### config.mk
export PLATFORM = sky130hd
export DESIGN_NAME = gost_round_sequencer
export DESIGN_NICKNAME = d
export VERILOG_FILES = /design/src/rtl/gost_round_sequencer.sv
export SDC_FILE = /design/constraint.sdc
export NUM_CORES = 1
export LEC_CHECK = 0
export BUFFER_PORTS_ARGS = -buffer_cell sky130_fd_sc_hd__buf_2
export CORE_MARGIN = 5
export CORE_UTILIZATION = 31
export DETAILED_ROUTE_END_ITERATION = 10
export GPL_TIMING_DRIVEN = 0
export SETUP_SLACK_MARGIN = 0.3
export SYNTH_ARGS = -nofsm -noshare
export SYNTH_HDL_FRONTEND = slang
export SYNTH_SLANG_ARGS = --single-unit
### constraint.sdc
create_clock -name clk -period 2.82 [get_ports clk]
set_input_delay 0.282 -clock clk [delete_from_list [all_inputs] [get_ports clk]]
set_output_delay 0.282 -clock clk [all_outputs]
set_load 0.01 [all_outputs]
### src/rtl/gost_round_sequencer.sv
// gost_round_sequencer
// Iterative controller for the 64-bit GOST 28147-89 Feistel cipher. It holds
// the L/R halves, the latched 256-bit key, the direction and the round index.
// It drives an external combinational round function f(R,K) once per clock.
//
// Ports:
//   clk, rst_n            clock, asynchronous active-low reset
//   in_valid/in_ready     host handshake for {in_message, in_key, in_decrypt}
//   out_valid/out_ready   result handshake, out_data = {R_final, L_final}
//   abort                 synchronous cancel of the block in flight
//   rf_data_o/rf_key_o    current R and subkey to the round unit (0 when idle)
//   rf_round_o            current round index (0 when idle)
//   rf_result_i           f(R,K), returned in the same cycle
//   busy                  high while rounds are executing
//
// state  | meaning
// IDLE   | waiting for a block, in_ready high
// ROUND  | one Feistel round per clock, busy high
// DONE   | result held on out_data until the consumer takes it
module gost_round_sequencer #(
  parameter int ROUNDS = 32,
  parameter int CNT_W  = 5
) (
  input  logic             clk,
  input  logic             rst_n,
  input  logic             in_valid,
  output logic             in_ready,
  input  logic             in_decrypt,
  input  logic [63:0]      in_message,
  input  logic [255:0]     in_key,
  output logic             out_valid,
  input  logic             out_ready,
  output logic [63:0]      out_data,
  input  logic             abort,
  output logic [31:0]      rf_data_o,
  output logic [31:0]      rf_key_o,
  output logic [CNT_W-1:0] rf_round_o,
  input  logic [31:0]      rf_result_i,
  output logic             busy
);

  localparam logic [1:0] S_IDLE  = 2'd0;
  localparam logic [1:0] S_ROUND = 2'd1;
  localparam logic [1:0] S_DONE  = 2'd2;

  localparam logic [CNT_W-1:0] LAST_ROUND = CNT_W'(ROUNDS - 1);
  localparam int ENC_FWD_ROUNDS = ROUNDS - 8;

  logic [1:0]       state;
  logic [CNT_W-1:0] round_q;
  logic [31:0]      l_q;
  logic [31:0]      r_q;
  logic [255:0]     key_q;
  logic             decrypt_q;
  logic [63:0]      out_data_q;

  logic [31:0]      key_w [8];
  logic             fwd_order;
  logic [2:0]       key_idx;
  logic [31:0]      r_next;

  for (genvar j = 0; j < 8; j++) begin : g_key_words
    assign key_w[j] = key_q[255 - 32*j -: 32];
  end

  // Encrypt walks k0..k7 until the last 8 rounds, which run k7..k0.
  // Decrypt is the exact reverse: k0..k7 once, then k7..k0 for the rest.
  always_comb begin
    fwd_order = 1'b0;
    if (decrypt_q) begin
      fwd_order = (int'(round_q) < 8);
    end else begin
      fwd_order = (int'(round_q) < ENC_FWD_ROUNDS);
    end
    key_idx = fwd_order ? round_q[2:0] : ~round_q[2:0];
  end

  assign r_next     = l_q ^ rf_result_i;
  assign busy       = (state == S_ROUND);
  assign in_ready   = (state == S_IDLE);
  assign out_valid  = (state == S_DONE);
  assign out_data   = out_data_q;
  assign rf_data_o  = busy ? r_q : '0;
  assign rf_key_o   = busy ? key_w[key_idx] : '0;
  assign rf_round_o = busy ? round_q : '0;

  always_ff @(posedge clk or negedge rst_n) begin
    if (!rst_n) begin
      state      <= S_IDLE;
      round_q    <= '0;
      l_q        <= '0;
      r_q        <= '0;
      key_q      <= '0;
      decrypt_q  <= 1'b0;
      out_data_q <= '0;
    end else begin
      case (state)
        S_IDLE: begin
          // abort has no meaning here; a valid block is always taken
          if (in_valid) begin
            l_q       <= in_message[63:32];
            r_q       <= in_message[31:0];
            key_q     <= in_key;
            decrypt_q <= in_decrypt;
            round_q   <= '0;
            state     <= S_ROUND;
          end
        end
        S_ROUND: begin
          if (abort) begin
            round_q <= '0;
            state   <= S_IDLE;
          end else begin
            l_q <= r_q;
            r_q <= r_next;
            if (round_q == LAST_ROUND) begin
              // output order undoes the swap of the final round
              out_data_q <= {r_next, r_q};
              round_q    <= '0;
              state      <= S_DONE;
            end else begin
              round_q <= round_q + CNT_W'(1);
            end
          end
        end
        S_DONE: begin
          if (abort || out_ready) begin
            state <= S_IDLE;
          end
        end
        default: begin
          state <= S_IDLE;
        end
      endcase
    end
  end

endmodule

# Word level (Yosys, flattened, before mapping)
# Index checks and enable logic that the tools add are counted.
word_totals:
  ff_bits: 392
  out_inout_bits: 136
  elab_cells: 53
op_classes:
  addsub: 1
  n_lt_le_gt_ge: 3
  n_eq_ne: 7
  muxes: 23
  n_bitwise: 4
  n_reduce_logical: 8
ops:
  columns: ["cell", "count"]
  rows:
  - ["32-bit 2-to-1 mux", 8]
  - ["32-bit case mux with 2 select lines", 2]
  - ["32-bit binary-select mux with 3-bit select", 1]
  - ["32-bit bitwise XOR", 1]
  - ["5-bit 2-to-1 mux", 4]
  - ["5-bit case mux with 2 select lines", 1]
  - ["3-bit AND reduction", 3]
  - ["2-bit 2-to-1 mux", 4]
  - ["2-bit case mux with 3 select lines", 1]
  - ["5-bit by 1-bit adder with 5-bit output (second input constant)", 1]
  - ["5-bit == test (second input constant)", 1]
  - ["5-bit by 4-bit < comparator with 1-bit output (second input constant)", 1]
  - ["5-bit < comparator (second input constant)", 1]
  - ["4-bit >= comparator (second input constant)", 1]
  - ["2-bit != test (second input constant)", 2]
  - ["3-bit NOT with 4-bit output", 1]
  - ["2-bit AND reduction", 2]
  - ["3-bit 2-to-1 mux", 1]
  - ["3-bit by 2-bit != test with 1-bit output (second input constant)", 1]
  - ["3-bit NOT", 1]
  - ["2-bit by 1-bit == test with 1-bit output (second input constant)", 1]
  - ["2-bit == test (second input constant)", 1]
  - ["2-bit logical NOT", 1]
  - ["2-bit by 1-bit != test with 1-bit output (second input constant)", 1]
  - ["4 further kinds", 4]

# Longest topological paths before layout
# Gate-level depths: netlist of run 1.
depth:
  depth_word: 8
  mapped_depth: 9

# Worst setup path after synthesis of run 1
# Ideal clock, no wire load.
synth_path:
  path_type: "register to output"
  startpoint: "reg round_q[3]"
  endpoint: "out rf_key_o[11]"
  arrival_ps: 1997
  slack_ps: 541
  path_stages_with_launch: 7
  n_path_buf: 2
  path_cell_list: "dfrtp_1 > maj3_2 > buf_4 > xor2_1 > clkbuf_1 > nand3_1 > a222oi_1"
synth_between:
  elab_chain_cells: 8
synth_lines:
  columns: ["item", "line", "text"]
  rows:
  - ["start, declared", "50", "logic [CNT_W-1:0] round_q;"]
  - ["start signal, assigned", "122", "round_q <= round_q + CNT_W'(1);"]
  - ["5-bit < comparator / 5-bit by 4-bit < comparator with 1-bit output (equally long branches)", "73, 71", null]
  - ["1-bit 2-to-1 mux *", "70", "if (decrypt_q) begin"]
  - ["3-bit 2-to-1 mux *", "75", "key_idx = fwd_order ? round_q[2:0] : ~round_q[2:0];"]
  - ["3-bit NOT with 4-bit output (not written as such) *", "84", "assign rf_key_o = busy ? key_w[key_idx] : '0;"]
  - ["32-bit binary-select mux with 3-bit select *", "84", null]
  - ["32-bit 2-to-1 mux (not written as such) * (2 in series)", "84", null]
  - ["32-bit 2-to-1 mux *", "84", null]
  - ["end, declared", "36", "output logic [31:0] rf_key_o,"]
# Every way passes the cells marked *; elsewhere a longest branch is shown, timed or not. The select of a mux whose other input is x is not followed.

# Final worst setup path of run 1
layout_path:
  startpoint: "reg round_q[3]"
  endpoint: "out rf_key_o[15]"
# The elaborated chain is that of the path after synthesis.

==> flow_metrics.py, run 1 <==
metrics = {
    "run_status": {
        "status": "complete, but fails checks",
        "failed_checks": "setup timing",
    },
    "power_and_ir_drop": {
        "p_sw_mw": 6.66,
        "vdd_drop_max_v": 0.000404,
        "power_frac_comb_pct": 30.9,
        "power.share.clock_pct": 31.3,
        "pwr-share-seq_pct": 37.8,
        "p_int_mw": 13.0,
        "finalPower_mw": 19.7,
        "power.density_mw_per_mm2": 688,
        "swShare_pct": 33.9,
        "p_leak_nw": 14.5,
    },
    "job": {
        "max-cap-violations": 0,
    },
    "clock_tree": {
        "numClockSinks": 392,
        "clkTransAtPathRegs_ps": 60,
        "clk_latency_ps": 580,
        "htreeDepth": 2,
        "numCtsBuffers": 45,
        "cts-root-buf": "clkbuf_16",
        "cts_tree": "done",
        "clk_path_buf_depth": 3,
    },
    "floorplan": {
        "core-area_sq_mm": 0.0602,
        "rows": 90,
        "ioPinCount": 494,
        "die_w_um": 257,
        "start_util_pct": 31.3,
        "die_area_sq_mm": 0.0658,
        "dieHeight_um": 257,
    },
    "timing": {
        "worstMarginPinSlew_ps": 800,
        "fin_crit_ps": 3320,
        "max_freq_mhz": 301,
        "drv_slew": 0,
        "fin_crit_sh_pct": 118,
        "rsz0062_at_grt": "true",
        "setup-tns-final_ps": -10880,
        "layout_setup_ws_ps": -504,
        "finalClockSkew_ps": 9.85,
        "maxSlewHeadroom_pct": 46.7,
        "setup_viol": 32,
        "hold_viol": 0,
    },
    "routing": {
        "avgViaCountPerCell": 4.93,
        "drc": 0,
        "wire_per_inst_um": 21.3,
        "vias": 18884,
        "ant_nets": 0,
        "first_iter_violations": 1461,
        "drtPass1Iterations": 9,
        "routed_wl_um": 81500,
    },
    "yosys": {
        "synth_cells": 2099,
        "ys_types": 29,
        "syn-num-nets": 2460,
        "syn_area_sq_mm": 0.0188,
        "synth.avg_cell_area_sq_um": 8.98,
        "yosysWarnings": 0,
        "yosysSeqAreaShare_pct": 52.1,
        "ys_seq_elements": 392,
    },
    "setup_path": {
        "critPathArrivalTime_ps": 3040,
        "r2r_start": "state[1]",
        "required_ps": 2540,
        "critPathKind": "reg2out",
        "rr_endpoint": "r_q[12]",
        "start_kind": "flop",
        "reg2reg_depth": 7,
        "r2r_slack_ps": 370,
        "cp_max_fo": 7,
        "endpoint_kind": "primary output",
    },
    "place": {
        "port_buffers": 493,
        "place_area_sq_mm": 0.0224,
        "pre_cts_slack_ps": -870,
        "hpwlAfterDp_um": 59000,
        "place.gp.congestion": 0.935,
    },
    "finish": {
        "final_nets": 3371,
        "syn_to_final_growth_pct": 51.8,
        "drive_gt1_share_pct": 26.8,
        "final_common_cell": "nand2_1",
        "final_cell_area_sq_mm": 0.0286,
        "mostFrequentLayoutCells": "nand2_1, buf_2, dfrtp_1, dlygate4sd3_1, mux2i_1",
    },
    "min_path": {
        "hold_path.class": "in2reg",
        "min_path_cells": 3,
        "whs_endpoint": "r_q[6]",
        "min_from": "in_message[6]",
    },
    "grt": {
        "grt_util_all_layers_pct": 23.9,
        "antenna_found_initial": 4,
        "grt_start_max_net_pins": 111,
        "grt_pass1_wl_um": 121000,
        "grt_pass1_vias": 19812,
        "grt-ovfl-total": 0,
    },
}
## Yosys cell counts
library cell | count | area, sq um
nor2_1 | 66 | 248
buf_1 | 7 | 26.3
nor2b_1 | 1 | 6.26
dfrtp_1 | 392 | 9810
o31ai_1 | 1 | 7.51
xnor2_1 | 34 | 298
and2_1 | 37 | 231
inv_1 | 3 | 11.3
nand3_1 | 39 | 195
nor3b_1 | 1 | 7.51
and3_1 | 2 | 12.5
maj3_2 | 1 | 11.3
xor2_1 | 2 | 17.5
clkbuf_1 | 124 | 465
buf_4 | 5 | 37.5
o22ai_1 | 32 | 200
o21ai_0 | 98 | 490
nand2_1 | 839 | 3150
a22oi_1 | 1 | 7.51
mux2i_1 | 225 | 2250
a222oi_1 | 32 | 320
buf_2 | 16 | 80.1
o21ai_1 | 3 | 15.0
mux2_2 | 32 | 360
ha_1 | 3 | 37.5
a21oi_1 | 97 | 485
xnor2_4 | 1 | 27.5
or3_1 | 2 | 12.5
nand2b_1 | 3 | 18.8
## logic make-up after synthesis
family                   count (synthesis)  synth area share (%)
buffers and inverters                  155                  3.29
adder cells (fa/ha/maj)                  4                 0.259
AO/OA/AOI/OAI                          264                  8.10
flip-flops                             392                  52.1
AND/OR/NAND/NOR                        990                  20.6
multiplexers                           257                  13.9
XOR/XNOR                                37                  1.82
## worst max-delay path by stage
stage	start	endpoint	slack, ps	depth (start not counted)
after floorplan	round_q[3]	rf_key_o[11]	540	6
after global placement	rst_n	key_q[152]	-6750	1
after detailed placement	state[1]	rf_key_o[30]	-870	8
after CTS	round_q[3]	rf_key_o[15]	-490	8
after global routing	round_q[4]	rf_key_o[1]	-610	8
final	round_q[3]	rf_key_o[15]	-500	8
## sequential cells by signal, indices dropped and copies added, names as in the netlist
| name | count |
|---|---|
| decrypt_q | 1 |
| key_q | 256 |
| l_q | 32 |
| out_data | 64 |
| r_q | 32 |
| round_q | 5 |
| state | 2 |
## worst max-delay path, stage by stage (launching register included)
cell and delay, ps:
dfrtp_1 390, maj3_2 410, buf_12 190, xor2_4 180, buf_12 130, clkbuf_16 140, nand3_1 150, a222oi_1 600
buf_2 250
## power by group through the flow
stage	sequential [mW]	combinational, mW	clock, mW
floorplan	7.30	3.06	0
global placement	7.49	4.88	0
detailed placement	7.52	4.96	0
CTS	7.42	5.73	6.29
global route	7.58	6.62	6.51
finish	7.45	6.08	6.15
## stage by stage
step | util [%] | hold WS (ps) | instances
final | 47.5 | 28.9 | 3832
after global routing | 47.5 | 14.9 | 3830
after CTS | 46.2 | 0.232 | 3790
after detailed placement | 37.1 | 278 | 3377
after global placement | 37.0 | 457 | 3374
after floorplan | - | -13.6 | 2099
## metal layers
metal	GRT usage, %	vias to the layer above	share of wire [%]	routed length (um)
li1	-	8787	-	-
met3	6.15	185	7.5	6150
met1	28.4	9071	39	32100
met4	9.14	2	4.2	3420
met2	41.6	839	49	39800
met5	0	-	0.0086	7
## layout make-up
class                      count  area [sq um]
multi-input combinational   1552          8840
fill                        5637         31600
inverter                       3          18.8
clock inverter                17           248
antenna                        4          10.0
clock buffer                  66          1280
tap                          782           978
timing repair buffer         864          6360
buffer                       152          1050
sequential                   392          9810
## repair_timing
action	in CTS	in global routing
buffers inserted	22	38
resized for setup	196	156
gates cloned	2	0
pin swaps	40	35
endpoints found under the setup margin	327	117
hold buffers	306	0
endpoints found under the hold margin	374	0
No activity file was read; power rests on OpenSTA's default activity.
==> inputs of run 2 (changes only) <==
Settings changed: CTS_BUF_LIST from default to sky130_fd_sc_hd__clkbuf_4.
==> flow_metrics.py, run 2 (synthesized netlist as in run 1, its figures left out) <==
metrics = {
    "grt": {
        "grt_util_all_layers_pct": 24.5,
        "grt_pass1_vias": 20737,
        "antenna_found_initial": 4,
        "grt-ovfl-total": 0,
        "grt_start_max_net_pins": 111,
        "grt_pass1_wl_um": 124000,
    },
    "power_and_ir_drop": {
        "vdd_drop_max_v": 0.000293,
        "power.density_mw_per_mm2": 652,
        "p_leak_nw": 14.9,
        "finalPower_mw": 19.1,
    },
    "clock_tree": {
        "clkTransAtPathRegs_ps": 70,
        "cts_tree": "done",
        "numCtsBuffers": 111,
        "clk_latency_ps": 890,
        "clk_path_buf_depth": 3,
        "htreeDepth": 3,
        "numClockSinks": 392,
        "cts-root-buf": "clkbuf_4",
    },
    "finish": {
        "final_common_cell": "nand2_1",
        "syn_to_final_growth_pct": 55.4,
        "final_nets": 3490,
        "mostFrequentLayoutCells": "nand2_1, buf_2, dfrtp_1, dlygate4sd3_1, mux2i_1",
        "drive_gt1_share_pct": 29.4,
        "largest_reg_flops": 256,
        "largest-register": "key_q",
    },
    "timing": {
        "fin_crit_ps": 3540,
        "max_freq_mhz": 282,
        "finalClockSkew_ps": 98.5,
        "hold_viol": 0,
        "rsz0062_at_grt": "true",
        "layout_setup_ws_ps": -720,
        "setup_viol": 32,
        "holdWs_ps": 124,
        "setup-tns-final_ps": -18210,
        "drv_slew": 0,
        "maxSlewHeadroom_pct": 44.4,
        "fin_crit_sh_pct": 126,
        "worstMarginPinSlew_ps": 833,
    },
    "setup_path": {
        "crit_slowest_cell": "a222oi_1",
        "slowest_delay_ps": 520,
        "crit_path_cell_trace": "maj3_2, buf_12, xnor2_4, buf_8, buf_6, buf_12, mux2i_2, a222oi_1, buf_2",
        "endpoint_kind": "primary output",
        "start_kind": "flop",
        "critPathArrivalTime_ps": 3260,
        "path_buf_inv": 5,
        "crit_path_frequent_cell": "buf_12",
        "reg2reg_depth": 7,
        "required_ps": 2540,
        "cp_top_family": "buffers and inverters",
        "cp_max_fo": 6,
        "cp.depth": 9,
        "critPathKind": "reg2out",
    },
    "routing": {
        "routed_wl_um": 82900,
        "ant_nets": 0,
        "vias": 19496,
        "wire_per_inst_um": 20.7,
        "first_iter_violations": 1317,
        "drc": 0,
        "drtPass1Iterations": 9,
        "avgViaCountPerCell": 4.87,
    },
    "floorplan": {
        "die_area_sq_mm": 0.0658,
        "start_util_pct": 31.3,
        "core-area_sq_mm": 0.0602,
        "rows": 90,
        "dieHeight_um": 257,
        "ioPinCount": 494,
        "die_w_um": 257,
    },
    "run_status": {
        "failed_checks": "setup timing",
        "status": "complete, but fails checks",
    },
    "place": {
        "port_buffers": 493,
        "place.gp.congestion": 0.935,
        "pre_cts_slack_ps": -870,
        "hpwlAfterDp_um": 59000,
    },
    "min_path": {
        "min_path_cells": 4,
        "hold_path.class": "in2reg",
    },
    "job": {
        "max-cap-violations": 0,
    },
}
-- run 2: changes by cell type in the layout (fill, tap and decap cells not counted), sizes merged --
cell	change
buf	+1
bufinv	-5
clkbuf	+105
clkinv	+16
clkinvlp	-3
diode	+1
dlygate4sd3	+51
inv	+2
-- run 2: repair_timing --
item,CTS,global route
setup buffers,31,26
hold buffers,358,0
resized for setup,249,142
cloned,3,3
pin swaps,45,32
setup endpoints to repair,260,199
endpoints found under the hold margin,642,0
-- run 2: tightest hold or removal path, stage by stage --
cell and delay (ps):
dlygate4sd3_1 510, buf_2 90, nand2_1 40, nand2_1 50
-- run 2: per-layer routing --
metal | global-route usage, % | share of wire [%]
met5 | 0 | 0.018
met3 | 5.95 | 7.0
met1 | 29.1 | 40
met2 | 42.3 | 49
met4 | 10.4 | 3.9
-- run 2: stage by stage --
stage	utilization, %	cell area (sq um)	cells
2_1_floorplan	-	18800	2099
3_3_place_gp	37.0	22300	3374
3_5_place_dp	37.1	22400	3377
4_1_cts	47.5	28600	3966
5_1_grt	48.6	29300	3998
6_report	48.6	29300	4000
-- run 2: final cells by class --
type / count / area [sq um]
clock buffer: 170 / 1280
inverter: 3 / 18.8
buffer: 152 / 1080
tap: 782 / 978
clock inverter: 27 / 116
timing repair buffer: 917 / 7120
multi-input combinational: 1552 / 8880
fill: 5633 / 31000
antenna: 5 / 12.5
sequential: 392 / 9810
-- run 2: final timing paths --
check / from / end / slack (ps)
worst max-delay path: round_q[3] / rf_key_o[30] / -720
worst min-delay path: in_key[175] / key_q[175] / 120
worst max register to register: state[0] / r_q[12] / 360
worst min register to register: key_q[198] / key_q[198] / 470
max in group asynchronous: rst_n / key_q[82] / 1060
min in group asynchronous: rst_n / out_data[60] / 640
-- run 2: power by group --
part	switching [mW]	internal [mW]	leakage, nW
Sequential	0.762	6.69	4.95
Clock	2.56	2.73	0.847
Combinational	3.45	2.91	9.10
==> inputs of run 3 (changes only) <==
Settings changed: HOLD_SLACK_MARGIN from default to 0.03, PLACE_DENSITY from default to 0.53.
==> flow_metrics.py, run 3 (synthesized netlist as in run 1, its figures left out) <==
metrics = {
    "run_status": {
        "status": "complete, but fails checks",
        "failed_checks": "setup timing",
    },
    "timing": {
        "drv_slew": 0,
        "finalClockSkew_ps": 44.6,
        "rsz0062_at_grt": "true",
        "setup_viol": 37,
        "worstMarginPinSlew_ps": 831,
        "hold_viol": 0,
        "max_freq_mhz": 284,
        "setup-tns-final_ps": -19480,
        "fin_crit_sh_pct": 125,
        "layout_setup_ws_ps": -700,
        "maxSlewHeadroom_pct": 44.6,
        "fin_crit_ps": 3520,
    },
    "clock_tree": {
        "htreeDepth": 3,
        "clkTransAtPathRegs_ps": 60,
        "numClockSinks": 392,
        "cts-root-buf": "clkbuf_4",
        "cts_tree": "done",
        "clk_path_buf_depth": 3,
        "numCtsBuffers": 112,
        "clk_latency_ps": 870,
    },
    "power_and_ir_drop": {
        "finalPower_mw": 18.8,
        "p_leak_nw": 14.7,
        "power.density_mw_per_mm2": 653,
        "vdd_drop_max_v": 0.000293,
    },
    "finish": {
        "nFillCells": 5747,
        "final_nets": 3465,
        "largest_reg_flops": 256,
        "multi_input_area_sq_mm": 0.00878,
        "drive_gt1_share_pct": 28.0,
        "final_cell_area_sq_mm": 0.0288,
        "final_core_util_pct": 47.8,
        "syn_to_final_growth_pct": 52.8,
        "largest-register": "key_q",
        "final_common_cell": "nand2_1",
        "mostFrequentLayoutCells": "nand2_1, buf_2, dfrtp_1, dlygate4sd3_1, mux2i_1",
        "seqCellArea_sq_mm": 0.00981,
    },
    "floorplan": {
        "die_area_sq_mm": 0.0658,
        "rows": 90,
        "start_util_pct": 31.3,
        "die_w_um": 257,
        "ioPinCount": 494,
        "dieHeight_um": 257,
        "core-area_sq_mm": 0.0602,
    },
    "setup_path": {
        "critPathKind": "reg2out",
        "path_buf_inv": 4,
        "reg2reg_depth": 7,
        "r2r_slack_ps": 380,
        "required_ps": 2540,
        "crit_slowest_cell": "a222oi_1",
        "cp_max_fo": 6,
        "crit_path_cell_trace": "maj3_4, buf_12, xnor2_4, buf_12, buf_12, mux2i_1, a222oi_1, buf_2",
        "critPathArrivalTime_ps": 3240,
        "cp.depth": 8,
        "slowest_delay_ps": 610,
        "cp_top_family": "buffers and inverters",
        "r2r_start": "round_q[0]",
        "rr_endpoint": "out_data[13]",
        "start_kind": "flop",
        "crit_path_frequent_cell": "buf_12",
        "cp-endpoint": "rf_key_o[12]",
        "worstSetupStartpoint": "round_q[4]",
        "endpoint_kind": "primary output",
    },
    "grt": {
        "grt_start_max_net_pins": 113,
        "grt_util_all_layers_pct": 24.7,
        "grt-ovfl-total": 0,
        "antenna_found_initial": 9,
        "grt_pass1_vias": 20638,
        "grt_pass1_wl_um": 125000,
    },
    "routing": {
        "drc": 0,
        "wire_per_inst_um": 20.9,
        "vias": 19452,
        "avgViaCountPerCell": 4.89,
        "first_iter_violations": 1298,
        "drtPass1Iterations": 5,
        "ant_nets": 0,
        "routed_wl_um": 83300,
    },
    "place": {
        "place_area_sq_mm": 0.0224,
        "pre_cts_slack_ps": -781,
        "place.gp.congestion": 0.896,
        "hpwlAfterDp_um": 60300,
        "port_buffers": 493,
    },
    "min_path": {
        "hold_path.class": "in2reg",
    },
    "job": {
        "max-cap-violations": 0,
    },
}
-- run 3: routing by layer --
layer  vias up  share of wire, %  GRT usage (%)
met2       834                49           42.1
met1      9362                40           30.2
met3       184               7.3           6.00
met4         6               3.7           9.81
li1       9066                 -              -
met5         -             0.041              0
-- run 3: repair_timing --
item / in CTS / in global routing
hold buffers: 360 / 0
cloned: 1 / 0
pin swaps: 34 / 32
endpoints found under the hold margin: 640 / 0
endpoints found under the setup margin: 349 / 203
gates resized for setup: 214 / 103
setup buffers: 17 / 17
-- run 3: where the power goes --
group	leakage [nW]	total, mW	internal (mW)	switching (mW)
Clock	0.832	5.26	2.72	2.55
Combinational	8.87	6.05	2.73	3.32
Sequential	4.95	7.48	6.69	0.787
Total	14.7	18.8	12.1	6.65
-- run 3: worst min-delay path by stage --
stage	start	to	slack [ps]	cells past startpoint
6_report	in_key[208]	key_q[208]	140	4
5_1_grt	in_key[177]	key_q[177]	80	4
4_1_cts	in_key[139]	key_q[139]	30	4
3_5_place_dp	rst_n	out_data[38]	280	1
3_3_place_gp	key_q[185]	key_q[185]	460	2
2_1_floorplan	rst_n	decrypt_q	-10	0
-- run 3: cell type report --
type,count,area share [%]
Antenna cell,7,0.0608
Buffer,152,3.55
Clock buffer,162,4.22
Clock inverter,40,0.656
Inverter,3,0.0522
Multi-Input combinational cell,1552,30.5
Sequential cell,392,34.1
Tap cell,782,3.40
Timing Repair Buffer,891,23.5
-- run 3: worst min-delay path: stages --
cell and delay, ps:
dlygate4sd3_1 510, buf_2 90, nand2_1 40, nand2_1 50
-- run 3: through the flow --
step,instances,hold slack (ps)
after global routing,3977,75.9
after CTS,3957,34.8
after floorplan,2099,-13.6
final,3981,138
after global placement,3374,458
after detailed placement,3377,282
